## config.mk

```make
export PLATFORM = sky130hd
export DESIGN_NAME = counter_scheduler_flat
export DESIGN_NICKNAME = d
export VERILOG_FILES = /design/src/rtl/counter_scheduler_if.sv /design/src/rtl/counter_scheduler.sv /design/src/flat_wrapper.sv
export SDC_FILE = /design/constraint.sdc
export NUM_CORES = 1
export LEC_CHECK = 0
export ABC_AREA = 1
export CAP_MARGIN = 5
export CELL_PAD_IN_SITES_DETAIL_PLACEMENT = 1
export CELL_PAD_IN_SITES_GLOBAL_PLACEMENT = 2
export CORE_MARGIN = 2
export CORE_UTILIZATION = 24
export DETAILED_ROUTE_END_ITERATION = 12
export PLACE_DENSITY = 0.78
export SYNTH_ARGS = -nofsm -noshare
export SYNTH_HDL_FRONTEND = slang
export SYNTH_SLANG_ARGS = --single-unit
```

## constraint.sdc

```tcl
create_clock -name clk -period 2 [get_ports clk]
set_input_delay 0.3 -clock clk [delete_from_list [all_inputs] [get_ports clk]]
set_output_delay 0.3 -clock clk [all_outputs]
set_load 0.01 [all_outputs]
```

## src/rtl/counter_scheduler_if.sv

```systemverilog
`default_nettype none
// ============================================================================
// Module      : counter_scheduler_if
// Description : Bundle of requester-side and datapath-side signals of the
//               round-robin counter scheduler. The master modport is the
//               scheduler; the slave modport is the surrounding environment
//               (client FSMs plus the shared counter datapath).
// Revision    : 1.0 - initial release
// ============================================================================
interface counter_scheduler_if #(
    parameter int BUS_WIDTH = 8,
    parameter int NUM_REQ   = 4,
    parameter int LEN_WIDTH = 8
);
    // Requester side, flattened: requester i owns slice i of each bus
    logic [NUM_REQ-1:0]           req;
    logic [NUM_REQ*BUS_WIDTH-1:0] req_start;
    logic [NUM_REQ*LEN_WIDTH-1:0] req_len;
    logic [NUM_REQ-1:0]           grant;
    logic [NUM_REQ-1:0]           done;
    logic [BUS_WIDTH-1:0]         result;
    logic                         busy;

    // Shared counter datapath side
    logic                         cnt_load;
    logic [BUS_WIDTH-1:0]         cnt_load_val;
    logic                         cnt_en;
    logic [BUS_WIDTH-1:0]         cnt_val;

    modport master (
        input  req, req_start, req_len, cnt_val,
        output grant, done, result, busy, cnt_load, cnt_load_val, cnt_en
    );

    modport slave (
        output req, req_start, req_len, cnt_val,
        input  grant, done, result, busy, cnt_load, cnt_load_val, cnt_en
    );
endinterface
`default_nettype wire

```

## src/rtl/counter_scheduler.sv

```systemverilog
`default_nettype none
// ============================================================================
// Module      : counter_scheduler
// Description : Round-robin scheduler sharing one loadable up-counter between
//               NUM_REQ requesters. The winner's start value is loaded, the
//               counter is enabled for exactly len cycles, and the final
//               count is returned with a one-cycle done pulse.
// Revision    : 1.0 - initial release
// ============================================================================
module counter_scheduler #(
    parameter int BUS_WIDTH = 8,
    parameter int NUM_REQ   = 4,
    parameter int LEN_WIDTH = 8
) (
    input  wire logic         clk,
    input  wire logic         rst_n,
    counter_scheduler_if.master bus
);

    localparam int c_IDX_W = (NUM_REQ > 1) ? $clog2(NUM_REQ) : 1;
    localparam int c_SUM_W = c_IDX_W + 1;

    typedef enum logic [1:0] {
        S_IDLE = 2'd0,
        S_LOAD = 2'd1,
        S_RUN  = 2'd2,
        S_DONE = 2'd3
    } state_t;

    state_t                 r_state;
    logic [c_IDX_W-1:0]     r_ptr;
    logic [c_IDX_W-1:0]     r_sel;
    logic [LEN_WIDTH-1:0]   r_remaining;
    logic [NUM_REQ-1:0]     r_grant;
    logic [NUM_REQ-1:0]     r_done;
    logic [BUS_WIDTH-1:0]   r_result;
    logic                   r_busy;
    logic                   r_cnt_load;
    logic [BUS_WIDTH-1:0]   r_load_val;
    logic                   r_cnt_en;

    // Per-requester views of the flattened buses, and the requester index
    // examined at each scan offset from the round-robin pointer.
    logic [BUS_WIDTH-1:0]   w_start [NUM_REQ];
    logic [LEN_WIDTH-1:0]   w_len   [NUM_REQ];
    logic [c_IDX_W-1:0]     w_cand  [NUM_REQ];

    for (genvar k = 0; k < NUM_REQ; k++) begin : g_slice
        logic [c_SUM_W-1:0] w_sum;

        assign w_start[k] = bus.req_start[k*BUS_WIDTH +: BUS_WIDTH];
        assign w_len[k]   = bus.req_len[k*LEN_WIDTH +: LEN_WIDTH];
        assign w_sum      = {1'b0, r_ptr} + c_SUM_W'(k);
        assign w_cand[k]  = (w_sum >= c_SUM_W'(NUM_REQ))
                          ? c_IDX_W'(w_sum - c_SUM_W'(NUM_REQ))
                          : c_IDX_W'(w_sum);
    end

    logic                   w_found;
    logic [c_IDX_W-1:0]     w_pick;
    logic [c_IDX_W-1:0]     w_ptr_next;

    // Pick the first active requester at or after the pointer; scanning the
    // offsets downward lets the smallest offset win.
    always_comb begin
        w_found = 1'b0;
        w_pick  = r_ptr;
        for (int k = NUM_REQ - 1; k >= 0; k--) begin
            if (bus.req[w_cand[k]]) begin
                w_found = 1'b1;
                w_pick  = w_cand[k];
            end
        end
    end

    // Pointer advances to the requester just after the one being served.
    assign w_ptr_next = (r_sel == c_IDX_W'(NUM_REQ - 1)) ? '0 : r_sel + c_IDX_W'(1);

    // Scheduler FSM; every output is produced as a register.
    always_ff @(posedge clk or negedge rst_n) begin
        if (!rst_n) begin
            r_state     <= S_IDLE;
            r_ptr       <= '0;
            r_sel       <= '0;
            r_remaining <= '0;
            r_grant     <= '0;
            r_done      <= '0;
            r_result    <= '0;
            r_busy      <= 1'b0;
            r_cnt_load  <= 1'b0;
            r_load_val  <= '0;
            r_cnt_en    <= 1'b0;
        end else begin
            case (r_state)
                S_IDLE: begin
                    if (w_found) begin
                        r_sel       <= w_pick;
                        r_load_val  <= w_start[w_pick];
                        r_remaining <= w_len[w_pick];
                        r_grant     <= NUM_REQ'(1) << w_pick;
                        r_cnt_load  <= 1'b1;
                        r_busy      <= 1'b1;
                        r_state     <= S_LOAD;
                    end
                end

                S_LOAD: begin
                    r_cnt_load <= 1'b0;
                    if (r_remaining == '0) begin
                        // Nothing to count: the loaded start is the answer.
                        r_done   <= r_grant;
                        r_result <= r_load_val;
                        r_state  <= S_DONE;
                    end else begin
                        r_cnt_en <= 1'b1;
                        r_state  <= S_RUN;
                    end
                end

                S_RUN: begin
                    r_remaining <= r_remaining - LEN_WIDTH'(1);
                    if (r_remaining == LEN_WIDTH'(1)) begin
                        // The final increment lands on this same edge, so the
                        // registered result takes cnt_val + 1, which is the
                        // value the datapath shows throughout DONE.
                        r_cnt_en <= 1'b0;
                        r_done   <= r_grant;
                        r_result <= bus.cnt_val + BUS_WIDTH'(1);
                        r_state  <= S_DONE;
                    end
                end

                S_DONE: begin
                    r_done  <= '0;
                    r_grant <= '0;
                    r_busy  <= 1'b0;
                    r_ptr   <= w_ptr_next;
                    r_state <= S_IDLE;
                end

                default: begin
                    r_state <= S_IDLE;
                end
            endcase
        end
    end

    assign bus.grant        = r_grant;
    assign bus.done         = r_done;
    assign bus.result       = r_result;
    assign bus.busy         = r_busy;
    assign bus.cnt_load     = r_cnt_load;
    assign bus.cnt_load_val = r_load_val;
    assign bus.cnt_en       = r_cnt_en;

endmodule
`default_nettype wire
```

## src/flat_wrapper.sv

```systemverilog
// flat-port wrapper written by rule: the top's interface ports become plain ports
module counter_scheduler_flat 
#(
    parameter int BUS_WIDTH = 8,
    parameter int NUM_REQ   = 4,
    parameter int LEN_WIDTH = 8
)
  (clk, rst_n, bus_req, bus_req_start, bus_req_len, bus_cnt_val, bus_grant, bus_done, bus_result, bus_busy, bus_cnt_load, bus_cnt_load_val, bus_cnt_en);
  counter_scheduler_if #(.BUS_WIDTH(BUS_WIDTH), .NUM_REQ(NUM_REQ), .LEN_WIDTH(LEN_WIDTH)) bus_i ();
  input  wire logic clk;
  input  wire logic rst_n;
  input wire logic [$bits(bus_i.req)-1:0] bus_req;
  input wire logic [$bits(bus_i.req_start)-1:0] bus_req_start;
  input wire logic [$bits(bus_i.req_len)-1:0] bus_req_len;
  input wire logic [$bits(bus_i.cnt_val)-1:0] bus_cnt_val;
  output wire logic [$bits(bus_i.grant)-1:0] bus_grant;
  output wire logic [$bits(bus_i.done)-1:0] bus_done;
  output wire logic [$bits(bus_i.result)-1:0] bus_result;
  output wire logic [$bits(bus_i.busy)-1:0] bus_busy;
  output wire logic [$bits(bus_i.cnt_load)-1:0] bus_cnt_load;
  output wire logic [$bits(bus_i.cnt_load_val)-1:0] bus_cnt_load_val;
  output wire logic [$bits(bus_i.cnt_en)-1:0] bus_cnt_en;
  assign bus_i.req = bus_req;
  assign bus_i.req_start = bus_req_start;
  assign bus_i.req_len = bus_req_len;
  assign bus_i.cnt_val = bus_cnt_val;
  assign bus_grant = bus_i.grant;
  assign bus_done = bus_i.done;
  assign bus_result = bus_i.result;
  assign bus_busy = bus_i.busy;
  assign bus_cnt_load = bus_i.cnt_load;
  assign bus_cnt_load_val = bus_i.cnt_load_val;
  assign bus_cnt_en = bus_i.cnt_en;
  counter_scheduler #(.BUS_WIDTH(BUS_WIDTH), .NUM_REQ(NUM_REQ), .LEN_WIDTH(LEN_WIDTH)) u_core (.clk(clk), .rst_n(rst_n), .bus(bus_i));
endmodule
```

==> impl_metrics.env <==
export IMPL_fmaxAchievable_mhz=482.4
export IMPL_synth_most_common_cell="nand2_1"
export IMPL_hpwl_um=8160
export IMPL_yosys_top_cells_area="dfrtp_1, nand2_1, nand3_1, o21ai_0, inv_1"
export IMPL_nNetsFinal=682
export IMPL_cts_sinks=41
export IMPL_drv_cap=0
export IMPL_rsz0062_at_grt="yes"
export IMPL_wirelength_um=10690
export IMPL_drtIter0Drc=127
export IMPL_holdBufCountCts=0
export IMPL_setup_slack_ps=-72.90
export IMPL_initial_utilization_pct=24.79
export IMPL_grt_max_degree=42
export IMPL_antenna_found_initial=0
export IMPL_p_int_w=0.005085
export IMPL_tritoncts="yes"
export IMPL_hold_class="input port to async pin"
export IMPL_p_switching_w=0.004674
export IMPL_critPathBufInv=5
export IMPL_cp_start_kind="flip-flop"
export IMPL_synth_edf_count=0
export IMPL_drive_above_1_share_pct=21.01
export IMPL_gp_congestion=0.8409
export IMPL_dr_pass1_iters=4
export IMPL_cts_max_level=2
export IMPL_path_common_cell="nand2_4"
export IMPL_rows=40
export IMPL_routed_via_density=4.429
export IMPL_critical_path_required_ps=2170
export IMPL_diodes=0
export IMPL_hold_viol=0
export IMPL_setup_viol=15
export IMPL_ios=105
export IMPL_syn_area_per_cell_sq_um=6.731
export IMPL_critPathMaxStageDelay_ps=390
export IMPL_p_clk_share_pct=9.9
export IMPL_criticalPathCategory="flip-flop to flip-flop"
export IMPL_power_density_nw_per_um2=1943
export IMPL_status="finished, violations left"
export IMPL_grt_pass1_vias=3640
export IMPL_die_x_um=116.1
export IMPL_vdd_drop_max_v=0.0006412
export IMPL_min_period_ps=2073
export IMPL_path_delay_family="simple AND/OR/NAND/NOR gates"
export IMPL_drc_errors=0
export IMPL_clkLatencyLatePin_ps=280
export IMPL_clk_path_buf_depth=2
export IMPL_yosysTopAreaCell="dfrtp_1"
export IMPL_cts_buffers=5
export IMPL_crit_arrival_ps=2250
export IMPL_slowest_stage="dfrtp_2"
export IMPL_yosys_most_used_dff="dfrtp_1"
export IMPL_routedWlPerCell_um=14.00
export IMPL_grtUsageTotal_pct=15.99
export IMPL_final_core_util_pct=41.30
export IMPL_sw_frac_of_total_pct=47.90
export IMPL_die_y_um=116.1
export IMPL_worstPathCellList="buf_12, inv_12, nand2_4, nand2_4, nand2_4, nand2_2, inv_2, nand2_4, buf_6, nor3_4, nor2_4, a21oi_4, buf_6, a21oi_2, nand2_1, nand2_1"
export IMPL_core_area_sq_um=12160
export IMPL_path_clk_slew_ps=60
export IMPL_syn_inst=448
export IMPL_async_flop_share_pct=100.0
export IMPL_ys_types=38
export IMPL_ys_seq_elements=41
export IMPL_max_slew_margin_rel_pct=62.90
export IMPL_synth_area_sq_um=3015
export IMPL_cp_max_fo=7
export IMPL_fin_skew_ps=2.465
export IMPL_drv_slew=0
export IMPL_seq_area_frac_synth_pct=34.02
export IMPL_synth_top_area_share_pct=34.02
export IMPL_die_area_sq_um=13480
export IMPL_grt_pass1_wl_um=17350
export IMPL_end_kind="flip-flop"
export IMPL_violations="setup timing"
export IMPL_area_delta_synth_final_pct=66.56
export IMPL_ant_nets=0
export IMPL_port_buffers=104
export IMPL_clockRootBuffer="clkbuf_16"
export IMPL_yosysWarnings=0
export IMPL_total_power_w=0.009759
export IMPL_worst_pin_slew_ps=556.5
export IMPL_synth_commonest_cells="nand2_1, dfrtp_1, nand3_1, inv_1, o21ai_0"
export IMPL_overflow=0
export IMPL_p_seq_share_pct=16.2
export IMPL_p_leak_nw=2.378
export IMPL_period_share_pct=103.6
export IMPL_vias=3379
export IMPL_syn_num_nets=536
export IMPL_pwr_share_comb_pct=73.9
-- worst register-to-register path, stage by stage, from the launching register on --
cell,delay [ps]
dfrtp_2,390
buf_12,140
inv_12,60
nand2_4,70
nand2_4,60
nand2_4,90
nand2_2,70
inv_2,60
nand2_4,70
buf_6,120
nor3_4,250
nor2_4,70
a21oi_4,200
buf_6,160
a21oi_2,50
nand2_1,70
nand2_1,50
-- power groups by stage --
stage	registers (W)	logic (W)	clock network [W]
finish	0.00158	0.00721	0.000967
global route	0.00165	0.00809	0.00101
CTS	0.00158	0.00687	0.000991
detailed placement	0.00161	0.00610	0
global placement	0.00159	0.00596	0
floorplan	0.00161	0.00371	0
-- metal layers --
layer  track usage [%]  share of wire (%)  vias to the layer above
li1                  -                  -                     1716
met1             19.98                 46                     1576
met2             29.63                 49                       83
met3             2.180                3.9                        4
met4             2.937               0.59                        0
met5                 0                  0                        -
-- final cells by class --
class / instances / area (sq um)
repair inverters: 1 / 7.507
multi-input cells: 353 / 1952
clock inverters: 2 / 37.54
inverters: 40 / 165.2
fillers: 1524 / 7139
clock buffers: 6 / 138.9
flip-flops and latches: 41 / 1028
well taps: 168 / 210.2
repair buffers: 152 / 1483
-- path summary, 6_finish.rpt --
path	from	to	slack, ps	cells after the start
setup reg to reg	u_core.r_ptr[0]$_DFFE_PN0P_	u_core.r_remaining[1]$_DFFE_PN0P_	-70	16
hold / removal	rst_n	u_core.bus.done[0]$_DFFE_PN0P_	90	2
hold reg to reg	u_core.bus.result[2]$_DFFE_PN0P_	u_core.bus.result[2]$_DFFE_PN0P_	490	2
setup / recovery	u_core.r_ptr[0]$_DFFE_PN0P_	u_core.r_remaining[1]$_DFFE_PN0P_	-70	16
max in group asynchronous	rst_n	u_core.r_ptr[0]$_DFFE_PN0P_	1500	2
min in group clk	u_core.bus.result[2]$_DFFE_PN0P_	u_core.bus.result[2]$_DFFE_PN0P_	490	2
-- layout by cell type (no fill, tap or decap), types with 2 or more instances in the layout --
| master | netlist | layout |
|---|---|---|
| dfrtp_2 | 0 | 2 |
| clkdlybuf4s50_1 | 0 | 103 |
| inv_2 | 3 | 7 |
| nand2_1 | 197 | 176 |
| a21oi_1 | 13 | 10 |
| buf_12 | 0 | 3 |
| clkinvlp_4 | 0 | 2 |
| nand2_4 | 3 | 19 |
| nor3_1 | 2 | 2 |
| o22ai_1 | 3 | 3 |
| buf_6 | 4 | 11 |
| ha_1 | 10 | 10 |
| nor2_1 | 21 | 20 |
| nand3_1 | 37 | 34 |
| buf_4 | 4 | 33 |
| nand2_2 | 9 | 14 |
| o211ai_1 | 2 | 2 |
| clkbuf_16 | 0 | 5 |
| o21ai_0 | 26 | 22 |
| a21oi_2 | 3 | 5 |
| a31oi_1 | 5 | 4 |
| inv_1 | 34 | 30 |
| o21ai_1 | 3 | 5 |
| xnor2_1 | 2 | 2 |
| dfrtp_1 | 41 | 39 |
| xor2_1 | 3 | 3 |
| nand3_2 | 1 | 3 |
| nand3_4 | 1 | 2 |
| nor2_4 | 0 | 3 |
-- cells by family (layout without fill, tap and decap cells) --
family / after synthesis / count (layout) / share of synthesized area [%]
buffers and inverters: 54 / 201 / 8.589
AOI/OAI and AO/OA: 56 / 56 / 10.25
adders and majority gates: 10 / 10 / 4.149
and+or+nand+nor: 281 / 281 / 41.16
DFF: 41 / 41 / 34.02
muxes: 1 / 1 / 0.3734
xor gates and xnor gates: 5 / 5 / 1.453
-- flip-flops by register name, indices dropped and copies added, names as in the netlist --
name,flops
u_core.bus.done,4
u_core.bus.cnt_en,1
u_core.bus.grant,4
u_core.bus.result,8
u_core.bus.cnt_load_val,8
u_core.r_ptr,2
u_core.r_state,2
u_core.bus.busy,1
u_core.bus.cnt_load,1
u_core.r_sel,2
u_core.r_remaining,8
-- stage by stage --
step / std cells / setup WS [ps] / TNS [ps] / instance area [sq um] / hold slack (ps)
floorplan: 448 / 189.9 / 0 / 3015 / 4.409
global placement: 740 / -277.5 / -3988 / 4441 / 414.1
detailed placement: 740 / -346.6 / -5820 / 4441 / 416.2
CTS: 759 / -89.35 / -764.8 / 4891 / 117.9
global route: 763 / -196.8 / -3736 / 5022 / 131.6
finish: 763 / -72.90 / -683.1 / 5022 / 92.50
-- repair_timing --
action	in CTS	in global routing
endpoints found under the setup margin	26	34
setup buffers	9	3
gates resized for setup	49	35
gates cloned	2	1
pin swaps	20	23
Note: power is estimated with default switching activity, not from simulation.
